### src/rtl/aia_imsic_intp_files.sv
// AIA IMSIC interrupt files: M, S and NrVSIntpFiles guest files with MSI set, CSR access and topei.
// Optional AIA_IMSIC_MSI_FIFO_EN inserts a 4-entry MSI FIFO ahead of the pending arrays.
module aia_imsic_intp_files #(
  parameter int NrVSIntpFiles = 1,
  parameter int NrSources     = 32,
  parameter int NrSourcesW    = $clog2(NrSources),
  parameter int NrFilesW      = $clog2(2 + NrVSIntpFiles)
) (
  input  logic                       clk_i,
  input  logic                       rst_ni,
  input  logic                       msi_valid_i,
  output logic                       msi_ready_o,
  input  logic [NrFilesW-1:0]        msi_file_i,
  input  logic [NrSourcesW-1:0]      msi_id_i,
  input  logic                       csr_valid_i,
  output logic                       csr_ready_o,
  input  logic [NrFilesW-1:0]        csr_file_i,
  input  logic [2:0]                 csr_op_i,
  input  logic [NrSourcesW-1:0]      csr_id_i,
  output logic                       csr_rvalid_o,
  output logic [31:0]                csr_rdata_o,
  output logic [NrVSIntpFiles+1:0]   irq_o,
  output logic [7:0]                 drop_cnt_o
);
  localparam int NrFiles = 2 + NrVSIntpFiles;

  localparam logic [2:0] OpReadTopei  = 3'd0;
  localparam logic [2:0] OpClaimTopei = 3'd1;
  localparam logic [2:0] OpSetEie     = 3'd2;
  localparam logic [2:0] OpClrEie     = 3'd3;
  localparam logic [2:0] OpSetEip     = 3'd4;
  localparam logic [2:0] OpClrEip     = 3'd5;
  localparam logic [2:0] OpWrThresh   = 3'd6;
  localparam logic [2:0] OpWrDelivery = 3'd7;

  logic [NrSources-1:0]  eip_reg    [NrFiles];
  logic [NrSources-1:0]  eip_next   [NrFiles];
  logic [NrSources-1:0]  eie_reg    [NrFiles];
  logic [NrSources-1:0]  eie_next   [NrFiles];
  logic [NrSourcesW-1:0] thresh_reg [NrFiles];
  logic [NrSourcesW-1:0] thresh_next[NrFiles];
  logic [NrSourcesW-1:0] top_reg    [NrFiles];
  logic [NrSourcesW-1:0] top_next   [NrFiles];
  logic [NrFiles-1:0]    delivery_reg, delivery_next;
  logic [NrFiles-1:0]    irq_reg, irq_next;

  logic        stall_reg;
  logic        rvalid_reg;
  logic [31:0] rdata_reg, rdata_next;
  logic [7:0]  drop_reg;

  logic                  csr_fire, csr_file_ok, csr_id_ok;
  logic                  msi_fire, msi_in_ok;
  logic [NrSourcesW-1:0] csr_top;
  logic [10:0]           top_id11;
  logic                  apply_valid;
  logic [NrFilesW-1:0]   apply_file;
  logic [NrSourcesW-1:0] apply_id;

  assign csr_ready_o  = !stall_reg;
  assign csr_fire     = csr_valid_i && csr_ready_o;
  assign csr_file_ok  = int'(csr_file_i) < NrFiles;
  assign csr_id_ok    = (csr_id_i != '0) && (int'(csr_id_i) < NrSources);
  assign msi_fire     = msi_valid_i && msi_ready_o;
  assign msi_in_ok    = (msi_id_i != '0) && (int'(msi_id_i) < NrSources) &&
                        (int'(msi_file_i) < NrFiles);

  assign csr_rvalid_o = rvalid_reg;
  assign csr_rdata_o  = rdata_reg;
  assign irq_o        = irq_reg;
  assign drop_cnt_o   = drop_reg;

`ifdef AIA_IMSIC_MSI_FIFO_EN
  logic [NrFilesW-1:0]   fifo_file_reg [4];
  logic [NrSourcesW-1:0] fifo_id_reg   [4];
  logic [1:0]            wr_ptr_reg, rd_ptr_reg;
  logic [2:0]            count_reg;
  logic                  fifo_push, fifo_pop, head_clash;
  logic [NrFilesW-1:0]   head_file;
  logic [NrSourcesW-1:0] head_id;

  assign msi_ready_o = (count_reg != 3'd4);
  assign fifo_push   = msi_fire && msi_in_ok;
  assign head_file   = fifo_file_reg[rd_ptr_reg];
  assign head_id     = fifo_id_reg[rd_ptr_reg];
  // Hold the head back one cycle when a clear hits the same bit, so the set lands after it.
  assign head_clash  = csr_fire && (csr_file_i == head_file) &&
                       (((csr_op_i == OpClrEip) && (csr_id_i == head_id)) ||
                        ((csr_op_i == OpClaimTopei) && (csr_top == head_id)));
  assign fifo_pop    = (count_reg != 3'd0) && !head_clash;
  assign apply_valid = fifo_pop;
  assign apply_file  = head_file;
  assign apply_id    = head_id;

  always_ff @(posedge clk_i) begin
    if (!rst_ni) begin
      wr_ptr_reg <= '0;
      rd_ptr_reg <= '0;
      count_reg  <= '0;
    end else begin
      if (fifo_push) begin
        fifo_file_reg[wr_ptr_reg] <= msi_file_i;
        fifo_id_reg[wr_ptr_reg]   <= msi_id_i;
        wr_ptr_reg                <= wr_ptr_reg + 2'd1;
      end
      if (fifo_pop) rd_ptr_reg <= rd_ptr_reg + 2'd1;
      count_reg <= count_reg + 3'(fifo_push) - 3'(fifo_pop);
    end
  end
`else
  assign msi_ready_o = 1'b1;
  assign apply_valid = msi_fire && msi_in_ok;
  assign apply_file  = msi_file_i;
  assign apply_id    = msi_id_i;
`endif

  always_comb begin
    csr_top = '0;
    for (int f = 0; f < NrFiles; f++) begin
      if (f == int'(csr_file_i)) csr_top = top_reg[f];
    end
  end

  assign top_id11 = 11'(csr_top);

  always_comb begin
    rdata_next = '0;
    if (csr_file_ok && ((csr_op_i == OpReadTopei) || (csr_op_i == OpClaimTopei)))
      rdata_next = {5'b0, top_id11, 5'b0, top_id11};
  end

  // Clears are applied before sets so a same-cycle MSI always survives.
  always_comb begin
    for (int f = 0; f < NrFiles; f++) begin
      eip_next[f]      = eip_reg[f];
      eie_next[f]      = eie_reg[f];
      thresh_next[f]   = thresh_reg[f];
      delivery_next[f] = delivery_reg[f];
      if (csr_fire && (f == int'(csr_file_i))) begin
        case (csr_op_i)
          OpSetEie:     if (csr_id_ok) eie_next[f][csr_id_i] = 1'b1;
          OpClrEie:     if (csr_id_ok) eie_next[f][csr_id_i] = 1'b0;
          OpClrEip:     if (csr_id_ok) eip_next[f][csr_id_i] = 1'b0;
          OpClaimTopei: if (top_reg[f] != '0) eip_next[f][top_reg[f]] = 1'b0;
          OpWrThresh:   thresh_next[f] = csr_id_i;
          OpWrDelivery: delivery_next[f] = csr_id_i[0];
          default: ;
        endcase
        if ((csr_op_i == OpSetEip) && csr_id_ok) eip_next[f][csr_id_i] = 1'b1;
      end
      if (apply_valid && (f == int'(apply_file))) eip_next[f][apply_id] = 1'b1;
    end
  end

  // Descending scan leaves the lowest qualifying identity in top_next.
  always_comb begin
    for (int f = 0; f < NrFiles; f++) begin
      top_next[f] = '0;
      for (int i = NrSources - 1; i >= 1; i--) begin
        if (eip_reg[f][i] && eie_reg[f][i] &&
            ((thresh_reg[f] == '0) || (i < int'(thresh_reg[f]))))
          top_next[f] = NrSourcesW'(i);
      end
      irq_next[f] = delivery_reg[f] && (top_next[f] != '0);
    end
  end

  always_ff @(posedge clk_i) begin
    if (!rst_ni) begin
      for (int f = 0; f < NrFiles; f++) begin
        eip_reg[f]    <= '0;
        eie_reg[f]    <= '0;
        thresh_reg[f] <= '0;
        top_reg[f]    <= '0;
      end
      delivery_reg <= '0;
      irq_reg      <= '0;
      stall_reg    <= 1'b0;
      rvalid_reg   <= 1'b0;
      rdata_reg    <= '0;
      drop_reg     <= '0;
    end else begin
      for (int f = 0; f < NrFiles; f++) begin
        eip_reg[f]    <= eip_next[f];
        eie_reg[f]    <= eie_next[f];
        thresh_reg[f] <= thresh_next[f];
        top_reg[f]    <= top_next[f];
      end
      delivery_reg <= delivery_next;
      irq_reg      <= irq_next;
      stall_reg    <= csr_fire && (csr_op_i == OpClaimTopei);
      rvalid_reg   <= csr_fire;
      if (csr_fire) rdata_reg <= rdata_next;
      if (msi_fire && !msi_in_ok && (drop_reg != 8'hFF)) drop_reg <= drop_reg + 8'd1;
    end
  end
endmodule
### config.mk
export PLATFORM = sky130hd
export DESIGN_NAME = aia_imsic_intp_files
export DESIGN_NICKNAME = d
export VERILOG_FILES = /design/src/rtl/aia_imsic_intp_files.sv
export SDC_FILE = /design/constraint.sdc
export NUM_CORES = 1
export LEC_CHECK = 0
export ABC_CLOCK_PERIOD_IN_PS = 2350
export CAP_MARGIN = 20
export CORE_UTILIZATION = 31
export CTS_BUF_LIST = sky130_fd_sc_hd__clkbuf_4
export DETAILED_ROUTE_END_ITERATION = 6
export PLACE_DENSITY = 0.51
export SYNTH_ARGS = -nofsm -noshare
export SYNTH_HDL_FRONTEND = slang
export SYNTH_SLANG_ARGS = --single-unit
export TNS_END_PERCENT = 20
### constraint.sdc
create_clock -name clk_i -period 2.35 [get_ports clk_i]
set_input_delay 0.47 -clock clk_i [delete_from_list [all_inputs] [get_ports clk_i]]
set_output_delay 0.47 -clock clk_i [all_outputs]
set_load 0.01 [all_outputs]
## Word level (Yosys, flattened, before mapping)

Memory sizes are Yosys's and may differ from the RTL's.
Cells that the tools add are included.

| storage, ports and cells | value |
|---|---|
| memories | 4 |
| logic and storage cells | 639 |
| bits in writable memories | 222 |
| register bits after elaboration | 48 |

Memory list:

| name | words | width | read ports | clocked after Yosys merged registers in | write ports | line | source |
|---|---|---|---|---|---|---|---|
| eie_reg | 3 | 32 | 3 | 0 | 3 | 38 | `logic [NrSources-1:0] eie_reg [NrFiles];` |
| eip_reg | 3 | 32 | 3 | 0 | 3 | 36 | `logic [NrSources-1:0] eip_reg [NrFiles];` |
| thresh_reg | 3 | 5 | 3 | 0 | 3 | 40 | `logic [NrSourcesW-1:0] thresh_reg [NrFiles];` |
| top_reg | 3 | 5 | 3 | 0 | 3 | 42 | `logic [NrSourcesW-1:0] top_reg [NrFiles];` |

| operators by class | value |
|---|---|
| $lt $le $gt $ge | 102 |
| add/sub/neg operators | 1 |
| eq/ne operators | 12 |
| muxes and demuxes | 160 |
| reduce and logical (&&, ||, !) cells | 318 |
| bitwise gates (word level) | 34 |

Operators with widths:

| cell | number |
|---|---|
| $mux 32 | 33 |
| $mux 5 | 108 |
| $pmux 32 s2 | 6 |
| $and 32x32->32 | 9 |
| $or 32x32->32 | 9 |
| $lt 5x5->1 const A | 45 |
| $logic_and 1x1->1 | 208 |
| $not 32->32 | 4 |
| $lt 4x5->1 const A | 24 |
| $logic_or 1x1->1 | 91 |
| $lt 3x5->1 const A | 12 |
| $reduce_bool 5->1 | 8 |
| $lt 2x5->1 const A | 6 |
| $lt 5x6->1 const B | 5 |
| $demux 1 s5 | 5 |
| $ge 5x1->1 const B | 5 |
| $mux 21 | 1 |
| $logic_not 5->1 | 3 |
| $lt 1x5->1 const A | 3 |
| $eq 3x3->1 const B | 4 |
| $or 1x1->1 | 12 |
| $add 8x1->8 const B | 1 |
| $eq 2x2->1 const A | 4 |
| $ne 8x8->1 const B | 1 |
| 8 further kinds | 20 |

## Depth between registers and ports, before layout

An unclocked memory read counts as a cell.

| depth | value |
|---|---|
| depth after elaboration | 36 |
| gate-level depth with buffers | 10 |
| gate-level depth less buffers | 7 |

## Worst setup path before layout

OpenSTA, ideal clock, no wires.

| path | value |
|---|---|
| kind | reg-to-reg |
| start | memory thresh_reg[0][10] (netlist name) |
| end | register irq_reg[2] (netlist: irq_o[2]) |
| slack | -0.020 ns |
| data required time | 2.225 ns |
| stages on the path, launching flop included | 11 |
| library setup time | 0.125 ns |
| arrival | 2.245 ns |
| cells stage by stage | dfxtp_1 -> buf_6 -> or4_4 -> buf_6 -> buf_6 -> a221oi_2 -> a31oi_1 -> o2111ai_2 -> o22a_1 -> o31ai_1 -> o41a_1 |

RTL lines:

| what | line | source |
|---|---|---|
| from (decl) | 40 |  |
| to (signal assigned) | 190 | `irq_reg <= irq_next;` |
| to (decl) | 45 | `logic [NrFiles-1:0] irq_reg, irq_next;` |

==> metrics.md <==
| Metric | Value |
|---|---|
| Cell Area, Synth | `14200 um2` |
| CTS sink cnt | `237` |
| GRT overflow | `0` |
| Finished Core Util | `42.0%` |
| Die area | `46600 um2` |
| Worst-path clk slew | `0.07 ns` |
| FP Rows | `78` |
| Power Total | `9.33 mW` |
| DR pass1 iterations | `7` |
| RSZ-0062 raised after global routing | `true` |
| Initial antenna violation count | `1` |
| FMAX | `415 MHz` |
| Vias in the first global route | `16400` |
| WS Path Type | `reg2reg` |
| Hold crit path type | `in2reg` |
| Count of cell types in the netlist | `81` |
| Crit. End Element | `flop` |
| Post-synth EDFFs | `0` |
| Placeable core area | `45300 um2` |
| H-tree levels | `3` |
| Die Y-Extent | `216 um` |
| Worst skew pair latency | `0.80 ns` |
| Storage cell area | `4750 um2` |
| Worst slew margin | `32.9%` |
| CTS tree | `built` |
| Residual DRC | `1` |
| Vias per cell | `5.92` |
| # IOs | `67` |
| Top post-synthesis cells by area | `dfxtp_1 33%, a21oi_1 11%, o31ai_1 5.2%` |
| GRT Total Usage | `30.7%` |
| Layout fillers | `4780` |
| Worst Max-Slew Pin Slew | `1.00 ns` |
| Sequential power share | `43.4%` |
| Reg2reg start | `thresh_reg[0][11]` |
| Hold Path Stages | `5` |
| Ys Warns | `0` |
| TritonCTS buffer count | `72` |
| Max Cap Violations | `0` |
| Area delta synth->final | `34.0%` |
| Failing checks | `design-rule violations, negative setup slack` |
| Iteration-0 DRC Markers | `2040` |
| Final critical-path share of the clock period | `103%` |
| Die Wd | `216 um` |
| Remaining antenna violation count | `0` |
| Slew Limit Fails | `0` |
| Switch Pwr | `2.60 mW` |
| Final TNS setup | `-0.128 ns` |
| Reg-to-reg endpoint | `irq_o[2]` |
| Hold Vio Cnt, Final | `0` |
| Worst EP required | `3.02 ns` |
| Startpoint types | `flop` |
| CP max FO | `6` |
| Longest Clk Path Bufs | `3` |
| Routed WL | `72.4 mm` |
| Top-area cell type share of the netlist area | `33.4%` |
| Multi-input logic area | `8920 um2` |
| Post-route minimum period | `2.41 ns` |
| WP data arrival | `3.08 ns` |
| Hold Startpoint | `csr_op_i[2]` |
| # setup viols final | `3` |
| Leakage power | `6.94 nW` |
| Outcome | `finished, violations left` |
| Synthesized area per cell | `7.50 um2` |
| Reg-to-reg slack, setup | `-0.06 ns` |
| Clock Power Share | `46.1%` |
| Synth Instances | `1892` |
| Layout cell share with drive strength beyond 1 | `25.3%` |
| Pin count of the biggest net entering global routing | `120` |
| Nets | `2220` |
| #FFs+latches synth | `237` |
| Async S/R FF share, synth | `0%` |
| Synth area leader | `dfxtp_1` |
| Buffers on Ports | `43` |
| DP Wirelength | `56.2 mm` |
| DR vias | `16900` |
| Slack of the critical path | `-0.0598 ns` |
| Gpl congestion | `0.970` |
| Power per standard cell area | `491 nW/um2` |
| First-pass GRT wire length | `106 mm` |
| Logic gate share of total power | `10.6%` |
| Worst vdd ir | `0.000275 V` |
| FF-to-FF path depth | `8` |
| WHS Endpoint | `eip_reg[0][39]` |
| Clock root buffer | `clkbuf_4` |
| Initial Util | `31.3%` |
| Final Skew | `0.0416 ns` |
| Post-synthesis sequential area ratio | `33.4%` |
| Avg WL per Cell | `25.4 um` |
| Switching share of power | `27.9%` |
| Internal power | `6.73 mW` |
| Most used DFF post-synth | `dfxtp_1` |
worst max-delay path, stage by stage, from the launching register on:
cell and delay [ns]:
dfxtp_2 0.32, or4_4 0.60, buf_8 0.17, a221oi_4 0.32, a31oi_4 0.07, o2111ai_2 0.12
o22a_1 0.18, o31ai_2 0.08, o41a_1 0.41
cells in the final DEF (no fill, tap or decap), types with 7 or more instances in the layout:
| cell type | n |
|---|---|
| buf_4 | 334 |
| a21oi_1 | 309 |
| dfxtp_1 | 230 |
| nor2_1 | 162 |
| nand2_1 | 147 |
| clkbuf_4 | 103 |
| o31ai_1 | 95 |
| nor3_1 | 87 |
| a22oi_1 | 79 |
| a311oi_1 | 60 |
| a31oi_1 | 48 |
| o21ai_0 | 45 |
| clkdlybuf4s50_1 | 40 |
| nand3_1 | 39 |
| buf_12 | 30 |
| and2_1 | 27 |
| o22a_1 | 24 |
| mux2i_1 | 23 |
| conb_1 | 23 |
| nor2b_1 | 19 |
| inv_1 | 14 |
| or2_2 | 14 |
| clkinv_1 | 14 |
| nand2b_1 | 13 |
| a32oi_1 | 12 |
| and3_1 | 11 |
| nand4_1 | 10 |
| a21o_1 | 9 |
| nor3b_1 | 9 |
| nand3b_1 | 8 |
| o211ai_1 | 7 |
| o22ai_1 | 7 |
| or3_1 | 7 |
| and3b_1 | 7 |
| dfxtp_2 | 7 |
logic make-up (layout without fill, tap and decap cells):
group           count (synthesis)  in the layout  synth area share, %
compound gates                797            797                 37.0
xor+xnor                        7              7                0.432
fa+ha+maj                       1              1               0.0881
buf+inv                       215            550                 6.65
flops                         237            237                 33.4
mux                            23             23                 1.62
other cells                     2             24               0.0529
simple gates                  610            610                 20.8
metal layers:
metal	track usage (%)	part of all wire (%)
met2	48.3	45
met3	6.60	7.5
met4	14.5	4.3
met1	39.9	43
met5	0	0
stage by stage:
step	instances	setup WS (ns)	hold WS [ns]	instance area (um2)
after floorplan	1913	0.0442	0.409	14300
after global placement	2721	-0.420	0.457	17700
after detailed placement	2721	-0.402	0.464	17700
after CTS	2848	-0.0740	0.285	18800
after global routing	2849	-0.120	0.346	19000
final	2849	-0.0598	0.336	19000
Yosys cell counts, types with 21 or more instances:
master and count:
a31oi_1 52, o31ai_1 98, nor2b_1 21, buf_4 28, nor2_1 168, a311oi_1 60
o22a_1 24, nand2_1 148, nor3_1 94, a21oi_1 313, dfxtp_1 237, and2_1 27
clkbuf_1 146, nand3_1 39, o21ai_0 51, mux2i_1 23, a22oi_1 79
area by class of cell:
cell class | count | area share (%)
Clock inverter | 21 | 0.862
Multi-Input combinational cell | 1461 | 46.9
Timing Repair Buffer | 411 | 18.9
Tap cell | 600 | 3.95
Antenna cell | 1 | 0.0132
Clock buffer | 103 | 4.07
Inverter | 15 | 0.322
Sequential cell | 237 | 25.0
power groups by stage:
stage / Clock (mW) / Sequential [mW] / Combinational (mW)
floorplan: 0 / 4.13 / 0.442
global placement: 0 / 4.14 / 0.953
detailed placement: 0 / 4.14 / 0.949
CTS: 4.41 / 4.05 / 0.958
global route: 4.66 / 4.04 / 1.03
finish: 4.30 / 4.05 / 0.988
worst max path at each step:
| stage | to | from |
|---|---|---|
| global route | irq_o[2] | thresh_reg[0][10] |
| global placement | eip_reg[0][3] | csr_id_i[3] |
| CTS | irq_o[2] | thresh_reg[0][11] |
| floorplan | irq_o[2] | thresh_reg[0][10] |
| detailed placement | eip_reg[0][3] | csr_id_i[3] |
| finish | irq_o[2] | thresh_reg[0][11] |
timing repair:
item,in CTS,in global routing
pin swaps,11,16
setup endpoints to repair,6,20
hold buffers,0,0
resized for setup,31,44
buffers inserted,4,0
Power figures use the tool's default switching activity.
